==> src/rtl/sub_tc16_serial_pkg.sv <==
// sub_tc16_serial_pkg
// Shared definitions for the nibble-serial subtractor: FSM state encoding,
// nibble width and the nibble-counter width helper.
package sub_tc16_serial_pkg;

  typedef enum logic [1:0] {
    IDLE = 2'b00,
    RUN  = 2'b01,
    DONE = 2'b10
  } state_e;

  localparam int NIBBLE_W = 4;

  // Ceiling log2 for elaboration-time sizing.
  function automatic int clog2(input int n);
    int r;
    r = 0;
    for (int i = 0; i < 32; i++) begin
      if ((1 << r) < n) begin
        r = r + 1;
      end
    end
    return r;
  endfunction

  // Nibble counter width for a W-bit operand; never narrower than one bit.
  function automatic int cnt_w(input int w);
    int c;
    c = clog2(w / NIBBLE_W);
    return (c < 1) ? 1 : c;
  endfunction

endpackage

==> src/rtl/sub_tc16_serial_if.sv <==
// sub_tc16_serial_if
// Operand/result handshake bundle for the serial subtractor.
//   in_valid/in_ready/a/b        : operand channel (master -> slave)
//   out_valid/out_ready/d/flags  : result channel (slave -> master)
// The master modport is the producer/consumer side, the slave modport is the
// subtractor itself.
interface sub_tc16_serial_if #(
  parameter int W = 16
) ();

  logic         in_valid;
  logic         in_ready;
  logic [W-1:0] a;
  logic [W-1:0] b;
  logic         out_valid;
  logic         out_ready;
  logic [W-1:0] d;
  logic         borrow;
  logic         ovf;
  logic         zero;
  logic         neg;

  modport master (
    output in_valid, a, b, out_ready,
    input  in_ready, out_valid, d, borrow, ovf, zero, neg
  );

  modport slave (
    input  in_valid, a, b, out_ready,
    output in_ready, out_valid, d, borrow, ovf, zero, neg
  );

endinterface

==> src/rtl/sub_tc16_serial_sub4_slice.sv <==
// sub_tc16_serial_sub4_slice
// Combinational 4-bit carry-lookahead nibble.
//   x_i, y_i : nibble operands
//   c_in_i   : carry in
//   s_o      : nibble sum
//   c_out_o  : carry out
//   gg_o     : group generate (nibble produces a carry regardless of c_in)
//   gp_o     : group propagate (nibble passes c_in straight through)
module sub_tc16_serial_sub4_slice
  import sub_tc16_serial_pkg::*;
(
  input  logic [NIBBLE_W-1:0] x_i,
  input  logic [NIBBLE_W-1:0] y_i,
  input  logic                c_in_i,
  output logic [NIBBLE_W-1:0] s_o,
  output logic                c_out_o,
  output logic                gg_o,
  output logic                gp_o
);

  logic [NIBBLE_W-1:0] g_s;
  logic [NIBBLE_W-1:0] p_s;
  logic [NIBBLE_W-1:0] c_s;

  // Lookahead carries: every internal carry is a flat function of c_in.
  always_comb begin
    g_s     = x_i & y_i;
    p_s     = x_i ^ y_i;
    c_s[0]  = c_in_i;
    c_s[1]  = g_s[0] | (p_s[0] & c_in_i);
    c_s[2]  = g_s[1] | (p_s[1] & g_s[0]) | (p_s[1] & p_s[0] & c_in_i);
    c_s[3]  = g_s[2] | (p_s[2] & g_s[1]) | (p_s[2] & p_s[1] & g_s[0])
            | (p_s[2] & p_s[1] & p_s[0] & c_in_i);
    gg_o    = g_s[3] | (p_s[3] & g_s[2]) | (p_s[3] & p_s[2] & g_s[1])
            | (p_s[3] & p_s[2] & p_s[1] & g_s[0]);
    gp_o    = &p_s;
    c_out_o = gg_o | (gp_o & c_in_i);
    s_o     = p_s ^ c_s;
  end

endmodule

==> src/rtl/sub_tc16_serial.sv <==
// sub_tc16_serial
// Nibble-serial two's-complement subtractor d = a - b, computed as a + ~b + 1
// one nibble per clock (LSB first) through a single lookahead slice.
//   clk, rst : clock, asynchronous active-high reset
//   bus      : slave side of sub_tc16_serial_if (operands in, result out)
// Latency is W/4 cycles from acceptance to out_valid; every output is a
// register, so in_valid/out_ready never reach an output combinationally.
module sub_tc16_serial
  import sub_tc16_serial_pkg::*;
#(
  parameter int W = 16
) (
  input  logic             clk,
  input  logic             rst,
  sub_tc16_serial_if.slave bus
);

  localparam int N  = W / NIBBLE_W;
  localparam int CW = cnt_w(W);

  state_e                state_q, state_d;
  logic [CW-1:0]         cnt_q, cnt_d;
  logic [W-1:0]          a_q, a_d;
  logic [W-1:0]          nb_q, nb_d;
  logic [W-1:0]          d_q, d_d;
  logic                  carry_q, carry_d;
  logic                  in_ready_q, in_ready_d;
  logic                  out_valid_q, out_valid_d;
  logic                  borrow_q, borrow_d;
  logic                  ovf_q, ovf_d;
  logic                  zero_q, zero_d;
  logic                  neg_q, neg_d;

  logic [NIBBLE_W-1:0]   x_s, y_s, s_s;
  logic                  c_out_s, gg_s, gp_s;
  logic                  last_s;
  logic [W-1:0]          d_full_s;

  // Select the active nibble and form the result as it will look after this edge.
  always_comb begin
    x_s      = a_q[NIBBLE_W*int'(cnt_q) +: NIBBLE_W];
    y_s      = nb_q[NIBBLE_W*int'(cnt_q) +: NIBBLE_W];
    last_s   = (cnt_q == CW'(N - 1));
    d_full_s = d_q;
    d_full_s[NIBBLE_W*int'(cnt_q) +: NIBBLE_W] = s_s;
  end

  sub_tc16_serial_sub4_slice u_slice (
    .x_i     (x_s),
    .y_i     (y_s),
    .c_in_i  (carry_q),
    .s_o     (s_s),
    .c_out_o (c_out_s),
    .gg_o    (gg_s),
    .gp_o    (gp_s)
  );

  // Next-state, datapath and flag logic for the IDLE/RUN/DONE sequencer.
  always_comb begin
    state_d  = state_q;
    cnt_d    = cnt_q;
    a_d      = a_q;
    nb_d     = nb_q;
    d_d      = d_q;
    carry_d  = carry_q;
    borrow_d = borrow_q;
    ovf_d    = ovf_q;
    zero_d   = zero_q;
    neg_d    = neg_q;
    case (state_q)
      IDLE: begin
        // in_ready_q is still low on the first cycle after reset release.
        if (bus.in_valid && in_ready_q) begin
          a_d     = bus.a;
          nb_d    = ~bus.b;
          carry_d = 1'b1;
          cnt_d   = {CW{1'b0}};
          state_d = RUN;
        end else begin
          state_d = IDLE;
        end
      end
      RUN: begin
        d_d     = d_full_s;
        // Carry register is fed from the slice's group terms.
        carry_d = gg_s | (gp_s & carry_q);
        if (last_s) begin
          cnt_d    = {CW{1'b0}};
          borrow_d = ~c_out_s;
          // Sign of b is recovered from the stored inverted subtrahend.
          ovf_d    = (a_q[W-1] != ~nb_q[W-1]) && (d_full_s[W-1] != a_q[W-1]);
          zero_d   = (d_full_s == {W{1'b0}});
          neg_d    = d_full_s[W-1];
          state_d  = DONE;
        end else begin
          cnt_d    = cnt_q + CW'(1);
        end
      end
      DONE: begin
        if (bus.out_ready) begin
          state_d = IDLE;
        end else begin
          state_d = DONE;
        end
      end
      default: begin
        state_d = IDLE;
      end
    endcase
    in_ready_d  = (state_d == IDLE);
    out_valid_d = (state_d == DONE);
  end

  // State, operand, result and handshake registers.
  always_ff @(posedge clk or posedge rst) begin
    if (rst) begin
      state_q     <= IDLE;
      cnt_q       <= {CW{1'b0}};
      a_q         <= {W{1'b0}};
      nb_q        <= {W{1'b0}};
      d_q         <= {W{1'b0}};
      carry_q     <= 1'b0;
      in_ready_q  <= 1'b0;
      out_valid_q <= 1'b0;
      borrow_q    <= 1'b0;
      ovf_q       <= 1'b0;
      zero_q      <= 1'b0;
      neg_q       <= 1'b0;
    end else begin
      state_q     <= state_d;
      cnt_q       <= cnt_d;
      a_q         <= a_d;
      nb_q        <= nb_d;
      d_q         <= d_d;
      carry_q     <= carry_d;
      in_ready_q  <= in_ready_d;
      out_valid_q <= out_valid_d;
      borrow_q    <= borrow_d;
      ovf_q       <= ovf_d;
      zero_q      <= zero_d;
      neg_q       <= neg_d;
    end
  end

  assign bus.in_ready  = in_ready_q;
  assign bus.out_valid = out_valid_q;
  assign bus.d         = d_q;
  assign bus.borrow    = borrow_q;
  assign bus.ovf       = ovf_q;
  assign bus.zero      = zero_q;
  assign bus.neg       = neg_q;

endmodule

==> src/flat_wrapper.sv <==
// flat-port wrapper written by rule: the top's interface ports become plain ports
module sub_tc16_serial_flat import sub_tc16_serial_pkg::*;
#(
  parameter int W = 16
)
  (clk, rst, bus_in_valid, bus_a, bus_b, bus_out_ready, bus_in_ready, bus_out_valid, bus_d, bus_borrow, bus_ovf, bus_zero, bus_neg);
  sub_tc16_serial_if #(.W(W)) bus_i ();
  input  logic clk;
  input  logic rst;
  input wire logic [$bits(bus_i.in_valid)-1:0] bus_in_valid;
  input wire logic [$bits(bus_i.a)-1:0] bus_a;
  input wire logic [$bits(bus_i.b)-1:0] bus_b;
  input wire logic [$bits(bus_i.out_ready)-1:0] bus_out_ready;
  output wire logic [$bits(bus_i.in_ready)-1:0] bus_in_ready;
  output wire logic [$bits(bus_i.out_valid)-1:0] bus_out_valid;
  output wire logic [$bits(bus_i.d)-1:0] bus_d;
  output wire logic [$bits(bus_i.borrow)-1:0] bus_borrow;
  output wire logic [$bits(bus_i.ovf)-1:0] bus_ovf;
  output wire logic [$bits(bus_i.zero)-1:0] bus_zero;
  output wire logic [$bits(bus_i.neg)-1:0] bus_neg;
  assign bus_i.in_valid = bus_in_valid;
  assign bus_i.a = bus_a;
  assign bus_i.b = bus_b;
  assign bus_i.out_ready = bus_out_ready;
  assign bus_in_ready = bus_i.in_ready;
  assign bus_out_valid = bus_i.out_valid;
  assign bus_d = bus_i.d;
  assign bus_borrow = bus_i.borrow;
  assign bus_ovf = bus_i.ovf;
  assign bus_zero = bus_i.zero;
  assign bus_neg = bus_i.neg;
  sub_tc16_serial #(.W(W)) u_core (.clk(clk), .rst(rst), .bus(bus_i));
endmodule
==> config.mk <==
export PLATFORM = sky130hd
export DESIGN_NAME = sub_tc16_serial_flat
export DESIGN_NICKNAME = d
export VERILOG_FILES = /design/src/rtl/sub_tc16_serial_pkg.sv /design/src/rtl/sub_tc16_serial_if.sv /design/src/rtl/sub_tc16_serial_sub4_slice.sv /design/src/rtl/sub_tc16_serial.sv /design/src/flat_wrapper.sv
export SDC_FILE = /design/constraint.sdc
export NUM_CORES = 1
export LEC_CHECK = 0
export CAP_MARGIN = 40
export CORE_UTILIZATION = 55
export CTS_BUF_LIST = sky130_fd_sc_hd__clkbuf_16
export DETAILED_ROUTE_END_ITERATION = 12
export PLACE_DENSITY = 0.93
export SLEW_MARGIN = 20
export SYNTH_ARGS = -nofsm -noshare
export SYNTH_HDL_FRONTEND = slang
export SYNTH_SLANG_ARGS = --single-unit
==> constraint.sdc <==
create_clock -name clk -period 6.6 [get_ports clk]
set_input_delay 0.99 -clock clk [delete_from_list [all_inputs] [get_ports clk]]
set_output_delay 0.99 -clock clk [all_outputs]
set_load 0.02 [all_outputs]
==> impl_metrics.tcl <==
set metrics [dict create \
    grt-ovfl-total 0 \
    seq_power_share 0.288 \
    r2r_cells 8 \
    clk_latency_ns 0.33 \
    cp_slowest_cell "mux4_2" \
    seq_area_frac_synth 0.522 \
    grt_usage 0.254 \
    area_growth_pct 31.8 \
    hold_class "reg2reg" \
    die_h_um 73.7 \
    tns_ns 0 \
    async_flop_share 1.00 \
    ios 58 \
    gp_congestion 0.848 \
    cp_cell_sequence "buf_8 -> mux4_2 -> ha_1 -> a41o_1 -> a21oi_2 -> xnor2_2 -> a2bb2oi_1 -> o41ai_2" \
    synth_nets 281 \
    avgSynthCellArea_um2 12.1 \
    slew_viol_final 0 \
    netlist_area_um2 2830 \
    grt_pass1_vias 2098 \
    max_stage_delay_ns 0.57 \
    path_max_fanout 18 \
    antenna-diode-count 0 \
    synth_cell_types 44 \
    intPower_mw 1.33 \
    drive_above_1_share 0.174 \
    slew_headroom 0.533 \
    synthCells 233 \
    cts_made_buffers 9 \
    status "finished clean" \
    p_per_area_nw_per_um2 606 \
    hold_viol_final 0 \
    cts_tree "done" \
    tightest_slew_ns 0.700 \
    cts_sinks 59 \
    core_area_um2 4850 \
    grt_pass1_wl_mm 9.97 \
    clock_path_buffers 2 \
    synthFlopType "dfrtp_1" \
    cts_setup_buffers 0 \
    wl_mm 5.92 \
    p_comb_frac 0.539 \
    cts-root-buf "clkbuf_16" \
    crit_arrival_ns 2.96 \
    row_count 25 \
    whs_path_depth 2 \
    crit_path_end_kind "register" \
    cts.htree.levels 3 \
    wl_per_cell_um 16.2 \
    r2r-end "u_core.bus.zero" \
    rsz0062_at_grt "no" \
    ys_ff_latch 59 \
    drt_iter0_markers 170 \
    holdPathEnd "u_core.bus.borrow" \
    required_ns 6.82 \
    drc 0 \
    p_sw_frac 0.414 \
    p_clk_frac 0.173 \
    fin_crit_sh 0.415 \
    antenna_left 0 \
    clk_pin_slew_ns 0.05 \
    critical_path_class "reg2reg" \
    min_from "u_core.bus.borrow" \
    holdBufCountCts 0 \
    cts.repair.resized 0 \
    hpwl_mm 4.26 \
    final_nets 342 \
    fillers 303 \
    fin_total_pwr_mw 2.26 \
    max_freq_mhz 365 \
    hold_ws_ns 0.487 \
    dieArea_um2 5430 \
    die_w_um 73.7 \
    synth-edff-count 0 \
    grt_max_degree 60 \
    finalSetupViolCount 0 \
    floorplan.initialDensity 0.583 \
    skew_ns 0.00502 \
    startpoint_type "register" \
    ff2ff_setup_slack_ns 3.86 \
    p_leak_nw 1.59 \
    fin_crit_ns 2.74 \
    r2r-start "u_core.cnt_q[0]" \
    firstDrtPassIters 5 \
    viasPerCell 5.69 \
    io_buffers 57 \
    ir_drop_uv 372 \
    yosysWarnings 0 \
    route.vias.total 2084 \
    power_switching_uw 935 \
    cap_violations 0 \
    antenna_found_initial 0 \
]
-- through the flow --
step	area (um^2)	setup slack (ns)	util	std cells
finish	3730	3.86	0.769	366
floorplan	2830	3.81	-	233
detailed placement	3460	3.50	0.714	349
global route	3730	3.74	0.769	366
CTS	3710	3.48	0.766	365
global placement	3460	3.63	0.714	349
-- cells in the mapped netlist, drive strengths merged (2+ instances only) --
library cell | count | area share
xnor2 | 2 | 0.0088
nand2b | 2 | 0.0044
ha | 11 | 0.049
a22o | 14 | 0.045
nor4 | 4 | 0.014
nor4b | 3 | 0.011
a21o | 4 | 0.011
clkbuf | 5 | 0.0066
dfrtp | 59 | 0.52
buf | 5 | 0.0088
nor2 | 22 | 0.029
o31ai | 3 | 0.0080
o221ai | 2 | 0.0062
inv | 6 | 0.0080
o21ai | 6 | 0.011
nor3 | 6 | 0.012
nand2 | 13 | 0.018
a21oi | 20 | 0.037
mux2 | 16 | 0.064
mux4 | 8 | 0.064
nand3 | 5 | 0.0088
nand4 | 2 | 0.0044
and2b | 2 | 0.0058
-- sequential cells by signal, summed over array words and instances (netlist names) --
name and cells:
u_core.a_q 16, u_core.bus.borrow 1, u_core.bus.d 16, u_core.bus.in_ready 1, u_core.bus.neg 1, u_core.bus.out_valid 1, u_core.bus.ovf 1, u_core.bus.zero 1
u_core.carry_q 1, u_core.cnt_q 2, u_core.nb_q 16, u_core.state_q 2
-- how the worst max path moves through the flow --
stage,from,end,slack [ns],cells after the start
floorplan,u_core.cnt_q[0],u_core.bus.zero,3.81,9
global placement,u_core.cnt_q[0],u_core.bus.zero,3.63,7
detailed placement,u_core.cnt_q[0],u_core.bus.zero,3.50,7
CTS,u_core.cnt_q[0],u_core.bus.zero,3.48,7
global route,u_core.cnt_q[0],u_core.bus.zero,3.74,8
finish,u_core.cnt_q[0],u_core.bus.zero,3.86,8
-- power groups by stage --
stage,registers [mW],clock network [mW],logic (mW)
2_1_floorplan,0.669,0,0.834
5_1_grt,0.672,0.420,1.32
3_3_place_gp,0.666,0,1.13
4_1_cts,0.669,0.399,1.19
3_5_place_dp,0.674,0,1.18
6_report,0.650,0.391,1.22
-- layout by cell type, fill, tap and decap left out, types with 5 or more instances in the layout --
cell type	netlist	layout
nand3_1	5	5
o21ai_0	6	6
nand2_1	12	12
clkdlybuf4s50_1	0	57
nor2_1	22	22
ha_1	11	11
a22o_1	10	10
mux4_2	8	8
clkbuf_16	0	9
inv_1	6	8
a21oi_1	19	19
mux2_2	16	16
dfrtp_1	59	59
nor3_1	5	5
-- layer usage --
metal	routed length [um]	GRT usage	part of all wire	up-vias
met5	0	0	0	-
met4	89	0.0833	0.015	0
met3	324	0.0864	0.055	8
met2	3030	0.411	0.51	81
met1	2480	0.321	0.42	1009
li1	-	-	-	986
-- worst max-delay path: cells and delay by family, from the launching register on --
family                     cells  cell delay (ns)
AOI/OAI and AO/OA              4             0.96
muxes                          1             0.57
DFF                            1             0.38
adders and majority gates      1             0.34
buffers and inverters          1             0.20
xor gates and xnor gates       1             0.18
-- layout make-up --
class	count	area, um^2	area share
multi-input combinational	158	1290	0.347
sequential	59	1480	0.396
tap	67	83.8	0.0225
clock buffer	9	225	0.0604
inverter	6	22.5	0.00604
timing repair buffer	60	601	0.161
clock inverter	7	28.8	0.00772
-- kinds of logic after synthesis --
logic type | Yosys count | synth area share
compound gates | 57 | 0.144
xor+xnor | 3 | 0.0119
fa+ha+maj | 12 | 0.0557
buf+inv | 16 | 0.0234
flops | 59 | 0.522
mux | 24 | 0.127
simple gates | 62 | 0.116
(Power assumes the default switching activity.)
